===== src/rtl/reg_file_sb_if.sv =====
// Bus bundle between decode/writeback and the register file scoreboard.
// Carries writeback, two read ports, issue tracking, flush and stall.
interface reg_file_sb_if #(
    parameter int DATA_W = 32
);
    logic              wb_we;
    logic [4:0]        wb_waddr;
    logic [DATA_W-1:0] wb_wdata;
    logic [4:0]        raddr1;
    logic [4:0]        raddr2;
    logic              ren1;
    logic              ren2;
    logic [DATA_W-1:0] rdata1;
    logic [DATA_W-1:0] rdata2;
    logic              rbusy1;
    logic              rbusy2;
    logic              iss_valid;
    logic [4:0]        iss_waddr;
    logic              iss_ready;
    logic              flush;
    logic              stall_req;

    modport master (
        output wb_we, wb_waddr, wb_wdata,
        output raddr1, raddr2, ren1, ren2,
        output iss_valid, iss_waddr, flush,
        input  rdata1, rdata2, rbusy1, rbusy2,
        input  iss_ready, stall_req
    );

    modport slave (
        input  wb_we, wb_waddr, wb_wdata,
        input  raddr1, raddr2, ren1, ren2,
        input  iss_valid, iss_waddr, flush,
        output rdata1, rdata2, rbusy1, rbusy2,
        output iss_ready, stall_req
    );
endinterface


===== src/rtl/reg_file_sb.sv =====
// GPR file (r1..r31, r0 hardwired zero) with write bypass and a
// per-register pending-write counter used to stall decode on hazards.
// Ports: clk, rst (sync, active-high), bus (reg_file_sb_if.slave).
module reg_file_sb #(
    parameter int DATA_W = 32,
    parameter int CNT_W  = 2
) (
    input logic         clk,
    input logic         rst,
    reg_file_sb_if.slave bus
);

    typedef logic [CNT_W-1:0] cnt_t;
    localparam cnt_t CNT_MAX = '1;
    localparam cnt_t CNT_ONE = cnt_t'(1);

    logic [DATA_W-1:0] regs_q [1:31];
    logic [DATA_W-1:0] regs_d [1:31];
    cnt_t              cnt_q  [1:31];
    cnt_t              cnt_d  [1:31];

    logic [31:1]       dec_vec;
    logic              iss_ready;
    logic [4:0]        raddr [2];
    logic              ren   [2];
    logic [DATA_W-1:0] rdata [2];
    logic              rbusy [2];

    assign raddr[0] = bus.raddr1;
    assign raddr[1] = bus.raddr2;
    assign ren[0]   = bus.ren1;
    assign ren[1]   = bus.ren2;

    // A writeback only retires a pending write if one is outstanding;
    // otherwise the counter would wrap.
    always_comb begin
        dec_vec = '0;
        for (int r = 1; r < 32; r++) begin
            dec_vec[r] = bus.wb_we
                       && (bus.wb_waddr == 5'(r))
                       && (cnt_q[r] != '0);
        end
    end

    // A full counter can still take an issue if a writeback frees a
    // slot in the same cycle.
    always_comb begin
        iss_ready = 1'b1;
        if (bus.iss_waddr != 5'd0) begin
            if (cnt_q[bus.iss_waddr] == CNT_MAX
                && !dec_vec[bus.iss_waddr]) begin
                iss_ready = 1'b0;
            end
        end
    end

    // Read ports: bypass the in-flight writeback, and treat its retiring
    // write as no longer pending.
    always_comb begin
        for (int p = 0; p < 2; p++) begin
            rdata[p] = '0;
            rbusy[p] = 1'b0;
            if (raddr[p] != 5'd0) begin
                if (bus.wb_we && bus.wb_waddr == raddr[p]) begin
                    rdata[p] = bus.wb_wdata;
                end else begin
                    rdata[p] = regs_q[raddr[p]];
                end
                rbusy[p] = (cnt_q[raddr[p]] != '0)
                         && !(dec_vec[raddr[p]]
                              && cnt_q[raddr[p]] == CNT_ONE);
            end
        end
    end

    assign bus.rdata1    = rdata[0];
    assign bus.rdata2    = rdata[1];
    assign bus.rbusy1    = rbusy[0];
    assign bus.rbusy2    = rbusy[1];
    assign bus.iss_ready = iss_ready;
    assign bus.stall_req = (ren[0] & rbusy[0]) | (ren[1] & rbusy[1]);

    // Next state: data write plus counter inc/dec. Flush clears the
    // counters and drops the same-cycle issue, but not the data write.
    always_comb begin
        logic inc;
        inc    = 1'b0;
        regs_d = regs_q;
        cnt_d  = cnt_q;
        if (bus.wb_we && bus.wb_waddr != 5'd0) begin
            regs_d[bus.wb_waddr] = bus.wb_wdata;
        end
        for (int r = 1; r < 32; r++) begin
            inc = bus.iss_valid && iss_ready
                && (bus.iss_waddr == 5'(r));
            if (bus.flush) begin
                cnt_d[r] = '0;
            end else if (inc && !dec_vec[r]) begin
                cnt_d[r] = cnt_q[r] + CNT_ONE;
            end else if (dec_vec[r] && !inc) begin
                cnt_d[r] = cnt_q[r] - CNT_ONE;
            end
        end
    end

    always_ff @(posedge clk) begin
        if (rst) begin
            for (int r = 1; r < 32; r++) begin
                regs_q[r] <= '0;
                cnt_q[r]  <= '0;
            end
        end else begin
            regs_q <= regs_d;
            cnt_q  <= cnt_d;
        end
    end

endmodule


===== src/flat_wrapper.sv =====
// flat-port wrapper written by rule: the top's interface ports become plain ports
module reg_file_sb_flat 
#(
    parameter int DATA_W = 32,
    parameter int CNT_W  = 2
)
  (clk, rst, bus_wb_we, bus_wb_waddr, bus_wb_wdata, bus_raddr1, bus_raddr2, bus_ren1, bus_ren2, bus_iss_valid, bus_iss_waddr, bus_flush, bus_rdata1, bus_rdata2, bus_rbusy1, bus_rbusy2, bus_iss_ready, bus_stall_req);
  reg_file_sb_if #(.DATA_W(DATA_W)) bus_i ();
  input logic clk;
  input logic rst;
  input wire logic [$bits(bus_i.wb_we)-1:0] bus_wb_we;
  input wire logic [$bits(bus_i.wb_waddr)-1:0] bus_wb_waddr;
  input wire logic [$bits(bus_i.wb_wdata)-1:0] bus_wb_wdata;
  input wire logic [$bits(bus_i.raddr1)-1:0] bus_raddr1;
  input wire logic [$bits(bus_i.raddr2)-1:0] bus_raddr2;
  input wire logic [$bits(bus_i.ren1)-1:0] bus_ren1;
  input wire logic [$bits(bus_i.ren2)-1:0] bus_ren2;
  input wire logic [$bits(bus_i.iss_valid)-1:0] bus_iss_valid;
  input wire logic [$bits(bus_i.iss_waddr)-1:0] bus_iss_waddr;
  input wire logic [$bits(bus_i.flush)-1:0] bus_flush;
  output wire logic [$bits(bus_i.rdata1)-1:0] bus_rdata1;
  output wire logic [$bits(bus_i.rdata2)-1:0] bus_rdata2;
  output wire logic [$bits(bus_i.rbusy1)-1:0] bus_rbusy1;
  output wire logic [$bits(bus_i.rbusy2)-1:0] bus_rbusy2;
  output wire logic [$bits(bus_i.iss_ready)-1:0] bus_iss_ready;
  output wire logic [$bits(bus_i.stall_req)-1:0] bus_stall_req;
  assign bus_i.wb_we = bus_wb_we;
  assign bus_i.wb_waddr = bus_wb_waddr;
  assign bus_i.wb_wdata = bus_wb_wdata;
  assign bus_i.raddr1 = bus_raddr1;
  assign bus_i.raddr2 = bus_raddr2;
  assign bus_i.ren1 = bus_ren1;
  assign bus_i.ren2 = bus_ren2;
  assign bus_i.iss_valid = bus_iss_valid;
  assign bus_i.iss_waddr = bus_iss_waddr;
  assign bus_i.flush = bus_flush;
  assign bus_rdata1 = bus_i.rdata1;
  assign bus_rdata2 = bus_i.rdata2;
  assign bus_rbusy1 = bus_i.rbusy1;
  assign bus_rbusy2 = bus_i.rbusy2;
  assign bus_iss_ready = bus_i.iss_ready;
  assign bus_stall_req = bus_i.stall_req;
  reg_file_sb #(.DATA_W(DATA_W), .CNT_W(CNT_W)) u_core (.clk(clk), .rst(rst), .bus(bus_i));
endmodule

===== config.mk =====
export PLATFORM = sky130hd
export DESIGN_NAME = reg_file_sb_flat
export DESIGN_NICKNAME = d
export VERILOG_FILES = /design/src/rtl/reg_file_sb_if.sv /design/src/rtl/reg_file_sb.sv /design/src/flat_wrapper.sv
export SDC_FILE = /design/constraint.sdc
export NUM_CORES = 2
export LEC_CHECK = 0
export BUFFER_PORTS_ARGS = -buffer_cell sky130_fd_sc_hd__buf_4
export CAP_MARGIN = 25
export CORE_UTILIZATION = 30
export DETAILED_ROUTE_END_ITERATION = 7
export HOLD_SLACK_MARGIN = 0.1
export PLACE_DENSITY = 0.58
export SYNTH_ARGS = -nofsm -noshare
export SYNTH_HDL_FRONTEND = slang
export SYNTH_SLANG_ARGS = --single-unit

===== constraint.sdc =====
create_clock -name clk -period 3.52 [get_ports clk]
set_clock_uncertainty 0.15 [all_clocks]
set_input_delay 0.704 -clock clk [delete_from_list [all_inputs] [get_ports clk]]
set_output_delay 0.704 -clock clk [all_outputs]
set_load 0.01 [all_outputs]

; ---- Word level (Yosys, flattened, before mapping)
; Index checks and enable logic that the tools add are counted.
[word_totals]
ff_bits = 1054
inputBits = 59
elab_cells = 599
[classes]
bitwise_logic = 7
n_reduce_logical = 299
eq_ne = 67
add_sub_neg = 62
magnitude_cmp = 8
n_mux = 94
[op_table]
columns = op, count
row1 = $bwmux W992, 1
row2 = $bmux W32 S5, 2
row3 = $mux W32, 9
row4 = $logic_and A1 B1 Y1, 165
row5 = $demux W32 S5, 1
row6 = $eq A5 B5 Y1 const B, 32
row7 = $mux W2, 68
row8 = $reduce_bool A2 Y1, 64
row9 = $eq A5 B4 Y1 const B, 16
row10 = $logic_not A1 Y1, 65
row11 = $add A2 B1 Y2 const B, 31
row12 = $sub A2 B1 Y2 const B, 31
row13 = $eq A5 B3 Y1 const B, 8
row14 = $bmux W2 S5, 3
row15 = $ge A6 B6 Y1 const B, 4
row16 = $not A5 Y6, 4
row17 = $eq A5 B2 Y1 const B, 4
row18 = $reduce_bool A5 Y1, 4
row19 = $lt A5 B6 Y1 const B, 3
row20 = $bmux W1 S5, 3
row21 = $eq A5 B1 Y1 const B, 2
row22 = $eq A5 B5 Y1, 2
row23 = $mux W1, 7
row24 = $lt A6 B1 Y1 const B, 1
row25 = other kinds (5), 7

; ---- Depth between registers and ports, before layout
[logic_depth]
depth_word = 15
ltp_mapped = 16
mapped_depth_nobuf = 12

; ---- Worst setup path before layout
; No wires, ideal clock.
[synth_path]
kind = input -> output
from = in bus_raddr1[0]
to = out bus_rdata1[5]
n_path_buf = 3
path_stages = 9
slack_ps = -98
arrival_ps = 2764
cell_sequence = buf_2 > clkbuf_1 > buf_2 > mux4_2 > mux4_2 > nand2_1 > nand2_1 > mux2i_1 > nor2_1
[synth_between]
elab_chain_cells = 6
[synth_lines]
columns = element, line
row1 = "start, declared", flat_wrapper.sv:14  ; input wire logic [$bits(bus_i.raddr1)-1:0] bus_raddr1;
row2 = $not A5 Y6 (implied by the code), reg_file_sb.sv:67  ; rdata[p] = regs_q[raddr[p]];
row3 = $bmux W32 S5, reg_file_sb.sv:67
row4 = $mux W32 (implied by the code) (2 in series), reg_file_sb.sv:67
row5 = $mux W32, reg_file_sb.sv:64  ; if (bus.wb_we && bus.wb_waddr == raddr[p]) begin
row6 = $mux W32 *, reg_file_sb.sv:63  ; if (raddr[p] != 5'd0) begin
row7 = "end, declared", flat_wrapper.sv:21  ; output wire logic [$bits(bus_i.rdata1)-1:0] bus_rdata1;
; Mark *: on every way between the ends. The rest lies on a longest branch, timed or not. The select of a mux whose other input is x is not followed.

; ---- Final worst setup path
[layout_path]
from = reg u_core.cnt_q[35] (netlist bit)
to = out bus_stall_req
[layout_between]
elab_chain_cells = 10
[layout_lines]
columns = element, line
row1 = "start, declared", reg_file_sb.sv:19  ; cnt_t cnt_q [1:31];
row2 = "start signal, assigned", reg_file_sb.sv:114  ; cnt_q <= cnt_d;
row3 = $bmux W2 S5 / $reduce_bool A2 Y1 (equally long branches), "reg_file_sb.sv:69, reg_file_sb.sv:71, reg_file_sb.sv:41"
row4 = $mux W2 (implied by the code) / $logic_and A1 B1 Y1 (equally long branches), "reg_file_sb.sv:69, reg_file_sb.sv:71, reg_file_sb.sv:41"
row5 = $mux W2 (implied by the code) / $bmux W1 S5 (equally long branches), "reg_file_sb.sv:69, reg_file_sb.sv:71, reg_file_sb.sv:70"
row6 = $eq A2 B1 Y1 / $mux W1 (equally long branches), "reg_file_sb.sv:71, reg_file_sb.sv:70"
row7 = $logic_and A1 B1 Y1, reg_file_sb.sv:71  ; && cnt_q[raddr[p]] == CNT_ONE);
row8 = $logic_not A1 Y1, reg_file_sb.sv:70  ; && !(dec_vec[raddr[p]]
row9 = $logic_and A1 B1 Y1, reg_file_sb.sv:70
row10 = $mux W1, reg_file_sb.sv:63
row11 = $and A1 B1 Y1, reg_file_sb.sv:81  ; assign bus.stall_req = (ren[0] & rbusy[0]) | (ren[1] & rbusy[1]);
row12 = $or A1 B1 Y1 *, reg_file_sb.sv:81
row13 = "end, declared", flat_wrapper.sv:26  ; output wire logic [$bits(bus_i.stall_req)-1:0] bus_stall_req;
; Marks and branches as above.

==> qor.txt <==
Worst max-slew margin expressed relative to the limit: 31.81%
Arrival time reported for the critical path endpoint: 3.09 ns
DPL Wire Length: 148,300 um
Initial antenna violation count: 7
Pwr dens: 381.1 nW/um^2
Synth Cell Area: 56,770 um^2
Global Route Usage Sum: 25.85%
Die W: 437.0 um
Most used flip-flop cell after synthesis: sky130_fd_sc_hd__dfxtp_1
Share of synthesized registers carrying an async set or reset: 0%
Leakage power total: 24.62 nW
Share of the clock period used by the worst path: 112.0%
# rows: 159
Number of buffers added by the clock tree synthesis step: 111
Total of fill cells in the finished design: 18,248
CP peak stage delay: 0.52 ns
Achievable frequency: 253.6 MHz
Wire length per cell: 27.45 um
Pin count of the biggest net entering global routing: 184
Starting density of the core: 30.23%
Worst path required time: 2.67 ns
Routed via count: 54,773
Top fanout value on the critical path: 6
Sink Count: 1,054
Final estimated routing congestion in global placement: 0.9587
DR DRC count: 6
Final cell count without fillers: 9,327
Violated checks: design-rule violations, negative setup slack
Highest-count cells in the layout ignoring fill and taps: sky130_fd_sc_hd__nand2_1 (2,030), sky130_fd_sc_hd__dfxtp_1 (1,032), sky130_fd_sc_hd__a21oi_1 (1,031)
Startpoint kind of the worst setup timing path: register
CP max-delay cell: sky130_fd_sc_hd__a2111o_1
Synthesis-to-finish area growth: 28.80%
Vias per inst: 5.873
Maximum resistive drop on vdd: 0.4061 mV
Die height: 437.0 um
Max-slew violation count: 0
Number of enable flip-flop cells after synthesis: 0
Top-level I/O count: 127
Library cell used as clock root buffer: sky130_fd_sc_hd__clkbuf_16
First-pass iteration count of the detailed router: 8
Global-route wire length before repair: 366,100 um
Die Area: 191,000 um^2
Number of distinct library cells after synthesis: 72
Number of levels the H-tree was split into: 3
Smallest setup slack after layout: -0.4234 ns
Grt total ovfl: 0
Cell count after placement: 8,960
Time the final worst path needs with I/O delays and setup: 3.943 ns
Commonest non-fill, non-tap cell in the layout: sky130_fd_sc_hd__nand2_1
Category of the most critical setup path: reg -> out
Number of violations of the max-capacitance limit: 0
Clock Pin Slew Worst Setup and Hold Paths: 0.07 ns
Worst-skew pair later-pin latency: 0.75 ns
Class of the tightest hold or removal check: in -> reg
Net count of the mapped netlist: 6,543
Number of instances in the synthesized netlist: 6,453
Transition at the pin with the smallest max-transition slack: 1.023 ns
Final nets: 6,830
Critical path, cell by cell: buf_4 -> mux4_2 -> mux2i_1 -> o22ai_1 -> a2111o_1 -> a22o_1 -> buf_6
Post-route ant nets: 0
Final WL: 256,000 um
Number of I/O port buffers: 126
TritonCTS clock tree: done
Number of setup violations in the final report: 66
Total Power Consumption: 27.87 mW
Result of the run: finished, violations left
Hold Vio Cnt, Final: 0
Clock buffer depth: 3
Unrepaired setup endpoints after global routing: yes
Synthesized area per cell: 8.798 um^2
Synth Register Bits: 1,054
Number of global-route vias before repair: 52,662
Ratio of cells with drive above 1 in the final layout: 30.02%
Crit path capture type: output pin
DRC marker count from the first detailed-route iteration: 7,055
Register area share after synthesis: 37.17%
Warnings, synthesis: 0
Core Footprint: 187,800 um^2
[path summary, 6_finish.rpt]
path | start | end | slack, ns | cells past startpoint
setup / recovery | u_core.cnt_q[35] | bus_stall_req | -0.42 | 7
hold / removal | bus_wb_wdata[30] | u_core.regs_q[62] | 0.14 | 3
setup reg to reg | u_core.cnt_q[21] | u_core.cnt_q[31] | 0.26 | 12
hold reg to reg | u_core.regs_q[436] | u_core.regs_q[436] | 0.32 | 2
[layout make-up]
cell class / instances / area [um^2] / area share, %
antenna: 6 / 15.01 / 0.02053
clock buffer: 157 / 3232 / 4.420
inverter: 18 / 71.32 / 0.09753
multi-input combinational: 4677 / 35150 / 48.07
timing repair buffer: 878 / 9889 / 13.52
clock inverter: 42 / 510.5 / 0.6981
sequential: 1054 / 21130 / 28.90
tap: 2495 / 3122 / 4.269
[logic make-up (layout without fill, tap and decap cells)]
kind of cell / Yosys count / after routing / share of synthesized area [%]
compound gates: 1374 / 1374 / 13.40
xor+xnor: 71 / 71 / 1.095
fa+ha+maj: 31 / 31 / 0.6832
buf+inv: 722 / 1095 / 5.124
flops: 1054 / 1054 / 37.17
mux: 715 / 715 / 25.14
other cells: 0 / 6 / 0
simple gates: 2486 / 2486 / 17.39
[Yosys cell counts, drive strengths merged, types with 17 or more instances]
master      n  area (um^2)
a2111oi    51        446.7
a211oi     49        372.9
a21oi    1076         5385
a221oi     47        411.6
buf       147        750.7
clkbuf    557         2091
dfxtp    1054        21100
ha         31        387.9
mux2       59        664.4
mux2i      93        930.9
mux4      563        12680
nand2    2084         7823
nand3      17        90.09
nor2      239        904.6
nor3       20        100.1
nor4       23        150.1
o211ai     17        132.6
o21ai      77        385.4
or3        35        219.0
xor2       69        604.3
[power breakdown]
part / switching, mW / total (mW) / internal (mW) / leakage [nW]
clock network: 5.37 / 12.3 / 6.98 / 1.84
registers: 0.0698 / 12.1 / 12.0 / 8.51
logic: 2.00 / 3.44 / 1.44 / 14.3
total: 7.44 / 27.9 / 20.4 / 24.6
[worst max-delay path: cells and delay by family (launching register included)]
family | cells | cell delay, ns
AO/OA/AOI/OAI | 3 | 0.97
buffers and inverters | 2 | 0.29
flip-flops | 1 | 0.34
multiplexers | 2 | 0.73
[through the flow]
step / instance area [um^2] / utilization, % / worst slack [ns] / setup TNS, ns / hold slack (ns)
6_report: 73120 / 38.94 / -0.4234 / -12.17 / 0.1350
3_5_place_dp: 64050 / 34.10 / -1.044 / -55.55 / 0.3059
3_3_place_gp: 64040 / 34.10 / -0.9511 / -54.83 / 0.2987
5_1_grt: 73120 / 38.93 / -0.4115 / -13.64 / 0.1525
2_1_floorplan: 56800 / - / -0.02353 / -0.02353 / 0.2924
4_1_cts: 71580 / 38.11 / -0.3834 / -10.40 / 0.1055
[timing repair]
action                                 in CTS  in global routing
pin swaps                                 102                 93
hold buffers                                1                  0
resized for setup                         507                229
setup buffers                              80                 62
gates cloned                               31                 10
setup endpoints to repair                  68                 68
endpoints found under the hold margin       5                  0
[registers in the layout (all words and copies together) (netlist names)]
| register | count |
|---|---|
| u_core.regs_q | 992 |
| u_core.cnt_q | 62 |
[metal layers]
layer  vias to the layer above  track usage, %  wire, um
met1                     26957           31.47     91980
li1                      23292               -         -
met3                      1044           4.819     26340
met4                        10           19.12     21310
met2                      3470           40.71    116300
met5                         -               0        70
Note: power is estimated with default switching activity, not from simulation.
